**config.mk**
```make
export PLATFORM = sky130hd
export DESIGN_NAME = priority_arbiter_n
export DESIGN_NICKNAME = d
export VERILOG_FILES = /design/src/rtl/priority_arbiter_n.sv
export SDC_FILE = /design/constraint.sdc
export NUM_CORES = 1
export LEC_CHECK = 0
export ABC_AREA = 0
export BUFFER_PORTS_ARGS = -buffer_cell sky130_fd_sc_hd__buf_4
export CAP_MARGIN = 20
export CORE_ASPECT_RATIO = 1.2
export CORE_UTILIZATION = 25
export CTS_CLUSTER_DIAMETER = 50
export DETAILED_ROUTE_END_ITERATION = 8
export GPL_TIMING_DRIVEN = 0
export PLACE_DENSITY = 0.45
export SYNTH_ARGS = -nofsm -noshare
export SYNTH_HDL_FRONTEND = slang
export SYNTH_SLANG_ARGS = --single-unit
```
**constraint.sdc**
```tcl
create_clock -name clk -period 2.88 [get_ports clk]
set_input_delay 0.576 -clock clk [delete_from_list [all_inputs] [get_ports clk]]
set_output_delay 0.576 -clock clk [all_outputs]
set_load 0.03 [all_outputs]
```
**src/rtl/priority_arbiter_n.sv**
```systemverilog
// priority_arbiter_n
//   Bus-drive arbiter for N_CH sources sharing one tri-state bus. It produces
//   registered one-hot buffer enables (ie). The winner is chosen by fixed
//   priority with a selectable preferred channel, or by round-robin. An owner
//   keeps the bus while it requests. It is preempted after MAX_HOLD cycles when
//   another channel is waiting. Between owners, ie stays all-low for an
//   all-off turnaround gap.
// Ports
//   clk           rising-edge clock
//   reset_n       asynchronous active-low reset
//   req           per-channel level request, held while the bus is needed
//   use_priority  1 = fixed priority (prio_ch preferred), 0 = round-robin
//   prio_ch       preferred channel in fixed-priority mode (>= N_CH: none)
//   ie            registered one-hot buffer enables, zero when the bus is idle
//   grant_valid   high while some ie bit is high
//   grant_id      current owner; keeps the last owner while not valid
module priority_arbiter_n #(
  parameter int N_CH       = 4,
  parameter int MAX_HOLD   = 8,
  parameter int TURNAROUND = 1,
  localparam int CH_W      = $clog2(N_CH)
) (
  input  logic            clk,
  input  logic            reset_n,
  input  logic [N_CH-1:0] req,
  input  logic            use_priority,
  input  logic [CH_W-1:0] prio_ch,
  output logic [N_CH-1:0] ie,
  output logic            grant_valid,
  output logic [CH_W-1:0] grant_id
);

  localparam int HOLD_W = (MAX_HOLD < 1) ? 1 : $clog2(MAX_HOLD + 1);
  localparam logic [HOLD_W-1:0] HOLD_MAX  = HOLD_W'(MAX_HOLD);
  localparam logic [HOLD_W-1:0] HOLD_LAST = HOLD_W'((MAX_HOLD > 0) ? MAX_HOLD - 1 : 0);
  localparam logic [2:0]        REL_LAST  = 3'(TURNAROUND - 1);
  localparam logic [N_CH-1:0]   ONE_HOT0  = N_CH'(1);

  typedef enum logic [1:0] {
    ST_IDLE    = 2'd0,
    ST_GRANT   = 2'd1,
    ST_RELEASE = 2'd2
  } state_t;

  state_t            state_r,      state_n_s;
  logic [N_CH-1:0]   ie_r,         ie_n_s;
  logic              gv_r,         gv_n_s;
  logic [CH_W-1:0]   gid_r,        gid_n_s;
  logic [CH_W-1:0]   last_grant_r, last_grant_n_s;
  logic [HOLD_W-1:0] hold_cnt_r,   hold_cnt_n_s;
  logic [2:0]        rel_cnt_r,    rel_cnt_n_s;

  logic [CH_W-1:0]   fx_win_s;
  logic [CH_W-1:0]   rr_win_s;
  logic [CH_W-1:0]   win_s;
  int                rr_best_s;
  logic              owner_req_s;
  logic              others_req_s;

  // Round-robin distance of channel idx from the slot right after the last owner.
  function automatic int rr_dist(input int idx, input logic [CH_W-1:0] last);
    return (idx + N_CH - 1 - int'(last)) % N_CH;
  endfunction

  // Fixed-priority winner: the preferred channel if it requests, else the lowest requester.
  always_comb begin
    fx_win_s = '0;
    for (int i = N_CH - 1; i >= 0; i--) begin
      if (req[i]) begin
        fx_win_s = CH_W'(i);
      end else begin
        fx_win_s = fx_win_s;
      end
    end
    // An out-of-range prio_ch matches no channel, so the lowest requester stands.
    for (int i = 0; i < N_CH; i++) begin
      if (req[i] && (prio_ch == CH_W'(i))) begin
        fx_win_s = CH_W'(i);
      end else begin
        fx_win_s = fx_win_s;
      end
    end
  end

  // Round-robin winner: the requester closest after last_grant, wrapping around.
  always_comb begin
    rr_win_s  = '0;
    rr_best_s = N_CH;
    for (int i = 0; i < N_CH; i++) begin
      if (req[i] && (rr_dist(i, last_grant_r) < rr_best_s)) begin
        rr_best_s = rr_dist(i, last_grant_r);
        rr_win_s  = CH_W'(i);
      end else begin
        rr_best_s = rr_best_s;
        rr_win_s  = rr_win_s;
      end
    end
  end

  // Mode select. The result is only consumed in IDLE, so changes to the mode
  // inputs during GRANT cannot move the owner.
  always_comb begin
    win_s = use_priority ? fx_win_s : rr_win_s;
  end

  // ie_r is one-hot on the owner, so it doubles as the owner mask.
  always_comb begin
    owner_req_s  = |(req & ie_r);
    others_req_s = |(req & ~ie_r);
  end

  // FSM next state and next values of every registered output and counter.
  always_comb begin
    state_n_s      = state_r;
    ie_n_s         = ie_r;
    gv_n_s         = gv_r;
    gid_n_s        = gid_r;
    last_grant_n_s = last_grant_r;
    hold_cnt_n_s   = hold_cnt_r;
    rel_cnt_n_s    = rel_cnt_r;
    case (state_r)
      ST_IDLE: begin
        if (|req) begin
          state_n_s    = ST_GRANT;
          ie_n_s       = ONE_HOT0 << win_s;
          gv_n_s       = 1'b1;
          gid_n_s      = win_s;
          hold_cnt_n_s = '0;
        end else begin
          state_n_s = ST_IDLE;
        end
      end
      ST_GRANT: begin
        if (hold_cnt_r < HOLD_MAX) begin
          hold_cnt_n_s = hold_cnt_r + HOLD_W'(1);
        end else begin
          hold_cnt_n_s = hold_cnt_r;
        end
        // Preemption fires only on the exact cycle the hold count reaches
        // MAX_HOLD-1. A lone owner that has already saturated keeps the bus.
        if (!owner_req_s ||
            ((MAX_HOLD > 0) && (hold_cnt_r == HOLD_LAST) && others_req_s)) begin
          state_n_s      = ST_RELEASE;
          ie_n_s         = '0;
          gv_n_s         = 1'b0;
          last_grant_n_s = gid_r;
          rel_cnt_n_s    = '0;
        end else begin
          state_n_s = ST_GRANT;
        end
      end
      ST_RELEASE: begin
        if (rel_cnt_r == REL_LAST) begin
          state_n_s = ST_IDLE;
        end else begin
          rel_cnt_n_s = rel_cnt_r + 3'd1;
        end
      end
      default: begin
        state_n_s = ST_IDLE;
        ie_n_s    = '0;
        gv_n_s    = 1'b0;
      end
    endcase
  end

  // State, counter and output registers; reset drops the bus enables immediately.
  always_ff @(posedge clk or negedge reset_n) begin
    if (!reset_n) begin
      state_r      <= ST_IDLE;
      ie_r         <= '0;
      gv_r         <= 1'b0;
      gid_r        <= '0;
      last_grant_r <= CH_W'(N_CH - 1);
      hold_cnt_r   <= '0;
      rel_cnt_r    <= 3'd0;
    end else begin
      state_r      <= state_n_s;
      ie_r         <= ie_n_s;
      gv_r         <= gv_n_s;
      gid_r        <= gid_n_s;
      last_grant_r <= last_grant_n_s;
      hold_cnt_r   <= hold_cnt_n_s;
      rel_cnt_r    <= rel_cnt_n_s;
    end
  end

  assign ie          = ie_r;
  assign grant_valid = gv_r;
  assign grant_id    = gid_r;

endmodule

```
**Word-level counts from Yosys, hierarchy flattened**

Cells that the tools add are included.

- Memories: 0
- Bits in read-only memories: 0
- Memory bits (writable): 0
- Word-level logic and storage cells: 97
- Bits in registers: 18
- Input port bits: 9
- Output and inout bits: 7
- Bits in latches: 0

- Equal/unequal tests: 11
- Shift operators: 1
- Bitwise logic cells: 8
- Add/subtract/negate cells: 6
- Divide/modulo/power cells: 0
- Reduce and logical (&&, ||, !) cells: 28
- Order comparisons: 5
- $mul: 0
- Muxes and demuxes: 31

Operators with widths:

| kind | count |
|---|---|
| $lt 3x32->1 | 3 |
| $mux 32 | 3 |
| $mux 2 | 13 |
| $mux 4 | 4 |
| $pmux 4 s3 | 1 |
| $reduce_or 4->1 | 3 |
| $sub 3x2->4 const A | 3 |
| $ne 2x2->1 const B | 5 |
| $logic_and 1x1->1 | 9 |
| $reduce_and 3->1 | 3 |
| $and 4x4->4 | 2 |
| $pmux 4 s2 | 1 |
| $reduce_or 2->1 | 4 |
| $eq 2x2->1 const B | 3 |
| $mux 3 | 2 |
| $pmux 2 s3 | 1 |
| $pmux 3 s2 | 1 |
| $add 4x1->4 const B | 1 |
| $and 1x1->1 | 4 |
| $eq 2x1->1 const B | 2 |
| $eq 4x3->1 const B | 1 |
| $logic_not 2->1 | 2 |
| $lt 3x4->1 const B | 1 |
| $lt 4x4->1 const B | 1 |
| 12 further kinds | 17 |

**Longest topological paths before layout**

- Depth after elaboration: 19
- Depth in mapped cells: 14
- Depth with buffers taken out: 14

**Least setup slack after synthesis**

No wires, ideal clock.

- Path type: input to register
- From: in req[0]
- To: reg ie_r[2], in the netlist ie[2]
- Cell stages on the path: 14
- Library setup time: 0.121 ns
- Path slack: -0.252 ns
- Buffers on the path: 1
- Data arrival time: 3.011 ns
- Required time: 2.759 ns
- Path through: buf_4 nor3_1 a21oi_1 a2bb2oi_1 ha_1 o22ai_1 o21ai_0 mux2_2 ha_1 inv_1 a2111oi_2 o21a_1 nor3_1 a22o_1

- Cells in the longest elaborated chain, start to end: 15
- Elaborated cells on any way between the ends: 34
- Classes of those cells: 3 x order compare; 2 x eq/ne; 1 x shift; 14 x mux; 2 x bitwise; 12 x reduce/logical

RTL lines:

| element | line | source |
|---|---|---|
| start, declared | 25 | `input logic [N_CH-1:0] req,` |
| $logic_and 1x1->1 | 90 | `if (req[i] && (rr_dist(i, last_grant_r) < rr_best_s)) begin` |
| $mux 32 | 90 |  |
| $lt 3x32->1 | 90 |  |
| $logic_and 1x1->1 | 90 |  |
| $mux 32 | 90 |  |
| $lt 3x32->1 | 90 |  |
| $logic_and 1x1->1 | 90 |  |
| $mux 32 | 90 |  |
| $lt 3x32->1 | 90 |  |
| $logic_and 1x1->1 | 90 |  |
| $mux 2 | 90 |  |
| $mux 2 | 103 | `win_s = use_priority ? fx_win_s : rr_win_s;` |
| $shl 1x2->4 | 125 | `ie_n_s = ONE_HOT0 << win_s;` |
| $mux 4 | 123 | `if (\|req) begin` |
| $pmux 4 s3 | 121 | `case (state_r)` |
| end signal, assigned | 179 | `ie_r <= ie_n_s;` |
| end, declared | 46 | `logic [N_CH-1:0] ie_r, ie_n_s;` |

Several ways; a longest one is shown, not always the timed one. The select of a mux whose other input is x is not followed.
A chain may end at the register's enable or synchronous reset.

**Worst setup path after layout**

- From: reg last_grant_r[0]
- To: reg ie_r[2], in the netlist ie[2]

- Cells in the longest elaborated chain, start to end: 19
- Elaborated cells on any way between the ends: 30
- Classes of those cells: 4 x add/sub; 4 x order compare; 1 x shift; 9 x mux; 4 x bitwise; 8 x reduce/logical

RTL lines:

| element | line | source |
|---|---|---|
| start, declared | 49 | `logic [CH_W-1:0] last_grant_r, last_grant_n_s;` |
| start signal, assigned | 174 | `last_grant_r <= CH_W'(N_CH - 1);` |
| start signal, assigned | 182 | `last_grant_r <= last_grant_n_s;` |
| $sub 2x2->3 | 62 | `return (idx + N_CH - 1 - int'(last)) % N_CH;` |
| $reduce_or 2->1 (no source line) | - |  |
| $and 1x1->1 (no source line) | - |  |
| $lt 3x4->1 | 90 |  |
| $logic_and 1x1->1 | 90 |  |
| $mux 32 | 90 |  |
| $lt 3x32->1 | 90 |  |
| $logic_and 1x1->1 | 90 |  |
| (+3 left out) | - |  |
| $mux 32 | 90 |  |
| $lt 3x32->1 | 90 |  |
| $logic_and 1x1->1 | 90 |  |
| $mux 2 (*) | 90 |  |
| $mux 2 (*) | 103 |  |
| $shl 1x2->4 (*) | 125 |  |
| $mux 4 (*) | 123 |  |
| $pmux 4 s3 (*) | 121 |  |

Mark *: on every way between the ends. The rest lies on a longest branch, timed or not. The select of a mux whose other input is x is not followed.

==> flow_summary.toml <==
[outcome]
outcome = "finished, violations left"
violations = "negative setup slack"

[cts]
htreeDepth = 1
cts_buffer_depth = 2
cts_root_buf = "clkbuf_8"
clock_latency_ns = 0.25
cts_buffers = 3
ctsHoldBuffers = 0
cts_tree = "built"
clk_pin_slew_ns = 0.07
cts.sinks = 18

[drt]
routed_wl_mm = 2.86
routedWlPerCell_um = 13.5
avgViaCountPerCell = 4.97
dr.pass1.iters = 4
drt_iter0_drc = 53
ant_nets = 0
post-route-drc-count = 0
vias = 1053

[pwr]
p_clk_share_pct = 13.0
power_density_nw_per_um2 = 996
power_switching_w = 0.000669
p_leak_nw = 0.689
pwr-share-comb_pct = 60.3
p_int_w = 0.000904
p_sw_share_pct = 42.5
seqPwrFrac_pct = 26.8
max-vdd-ir-drop_uv = 423

[grt]
grtUsageTotal_pct = 12.2
antenna_found_initial = 0
overflow = 0
grt_first_pass_wirelength_mm = 4.93
grt_pass1_vias = 1041
grt_max_degree = 19

[logic_synthesis]
synth_edf_count = 0
synth_top_cell_by_area = "dfrtp_1"
async_reset_ff_share_pct = 100
netlist_top_cells_area = "dfrtp_1 (32%), ha_1 (5.1%), dfstp_2 (4.3%)"
syn_area_sq_um = 1230
synth_nets = 145
yosysTopAreaCellShare_pct = 32.5
synth_cells = 131
yosysSeqAreaShare_pct = 36.8
synth_common_cells = "dfrtp_1 (16), inv_1 (10), nor2_1 (10)"
ys_types = 48
ys.flop_type = "dfrtp_1"
syn_avg_cell_area_sq_um = 9.41
ys_seq_elements = 18
yosys_warnings = 0
yosys.cell_count.top_type = "dfrtp_1"

[hold_path]
hold_class = "primary input to async pin"

[timing]
slew_viol_final = 0
hold_violations = 0
min_period_ns = 2.91
setup_viol = 2
worst_pin_slew_ns = 0.700
rsz0062_at_grt = "true"
fmax_ghz = 0.343
period_share_pct = 101
fin_ws_ns = -0.0324
max_slew_margin_pct = 53.0
fin_worst_skew_ns = 0.00489
fin_hold_ws_ns = 0.176

[finish]
drive_gt1_share_pct = 32.5
num_antenna_cells = 0
fillers = 496
area_growth_pct = 28.1
fin_nets = 169

[placed_design]
io_buffers = 15
place_worst_setup_slack_ns = -0.545
hpwl_mm = 2.21
gp_congestion = 0.769

[critical_path]
cp_top_family = "compound AO/OA/AOI/OAI gates"
cp-start-kind = "flip-flop"
r2r_cells = 13
worstSetupEndpointType = "flip-flop"
cp_num_buf_inv = 1
cp.required_ns = 3.03
r2r_slack_ns = -0.03
crit_cells = 13
crit_top_cell = "ha_4"
cp_cell_sequence = "nor3_2, a21oi_1, a2bb2oi_2, ha_4, o22ai_2, o21ai_2, mux2_4, ha_4, inv_2, a2111oi_4, o21a_1, nor3_1, a22o_1"
cpMaxStageDelayCell = "dfstp_2"
max_stage_delay_ns = 0.56
crit_arrival_ns = 3.06
crit_type = "flip-flop to flip-flop"
crit_fanout = 4

[die]
io_pins = 16
rows = 27
start_util_pct = 26.4
dieArea_sq_um = 5220
die_h_um = 78.9
chipWidth_um = 66.1
core_region_area_sq_um = 4660

[job]
max-cap-violations = 0
cells by family (layout without fill, tap and decap cells):
logic type	after synthesis	after routing	synth area share, %
xor+xnor	3	3	2.13
buf+inv	15	38	5.08
flops	18	18	36.8
compound gates	38	38	24.6
mux	5	5	4.47
fa+ha+maj	5	5	5.08
simple gates	47	47	21.9
through the flow:
stage	instance area, sq um	util (%)	power [W]	std cells	TNS (ns)
5_1_grt	1580	33.9	0.00171	212	-0.724
2_1_floorplan	1280	-	0.00106	131	-0.436
3_3_place_gp	1460	31.3	0.00126	204	-2.80
4_1_cts	1560	33.4	0.00155	211	-0.00732
3_5_place_dp	1460	31.3	0.00128	204	-2.89
6_report	1580	33.9	0.00157	212	-0.0446
cells in the final DEF (no fill, tap or decap), types with 3 or more instances in the layout:
| cell | n |
|---|---|
| a22o_1 | 3 |
| inv_1 | 8 |
| nand2_1 | 7 |
| dfrtp_1 | 16 |
| clkbuf_8 | 4 |
| o21ai_1 | 3 |
| nor2b_1 | 3 |
| o31ai_1 | 3 |
| o21ai_0 | 4 |
| nand2b_1 | 7 |
| nor3_1 | 5 |
| mux2_2 | 3 |
| ha_1 | 3 |
| nor2_1 | 10 |
| a21oi_1 | 3 |
| buf_4 | 22 |
layout make-up:
type                    instances  area, sq um  share of cell area (%)
multi-input cells              98          788                    49.9
flip-flops and latches         18          453                    28.7
repair buffers                 22          165                    10.5
well taps                      58         72.6                    4.60
inverters                      10         37.5                    2.38
plain buffers                   2         7.51                   0.475
clock buffers                   4         55.1                    3.49
registers in the layout, summed over array words and instances (netlist names):
signal,flops
hold_cnt_r,4
ie,4
rel_cnt_r,3
grant_id,2
last_grant_r,2
state_r,2
grant_valid,1
metal layers:
metal / vias to the layer above / track usage (%) / part of all wire [%]
met5: - / 0 / 0
met4: 0 / 4.47 / 1.4
met2: 13 / 20.7 / 49
li1: 521 / - / -
met3: 5 / 1.29 / 2.2
met1: 514 / 15.7 / 47
final timing paths:
check / endpoint / startpoint
setup reg to reg: ie[2] / last_grant_r[0]
hold reg to reg: grant_valid / grant_valid
setup / recovery: ie[2] / last_grant_r[0]
min in group clk: grant_valid / grant_valid
hold / removal: hold_cnt_r[3] / reset_n
max in group asynchronous: last_grant_r[1] / reset_n
power groups by stage:
stage | registers (W) | clock network (W) | logic (W)
2_1_floorplan | 0.000486 | 0 | 0.000573
4_1_cts | 0.000423 | 0.000210 | 0.000916
5_1_grt | 0.000436 | 0.000220 | 0.00105
3_5_place_dp | 0.000429 | 0 | 0.000850
3_3_place_gp | 0.000425 | 0 | 0.000835
6_report | 0.000421 | 0.000204 | 0.000948
what timing repair did:
action	in CTS	in global routing
pin swaps	8	4
gates resized for setup	4	3
setup endpoints to repair	6	6
buffers inserted	6	1
Note: power is estimated with default switching activity, not from simulation.
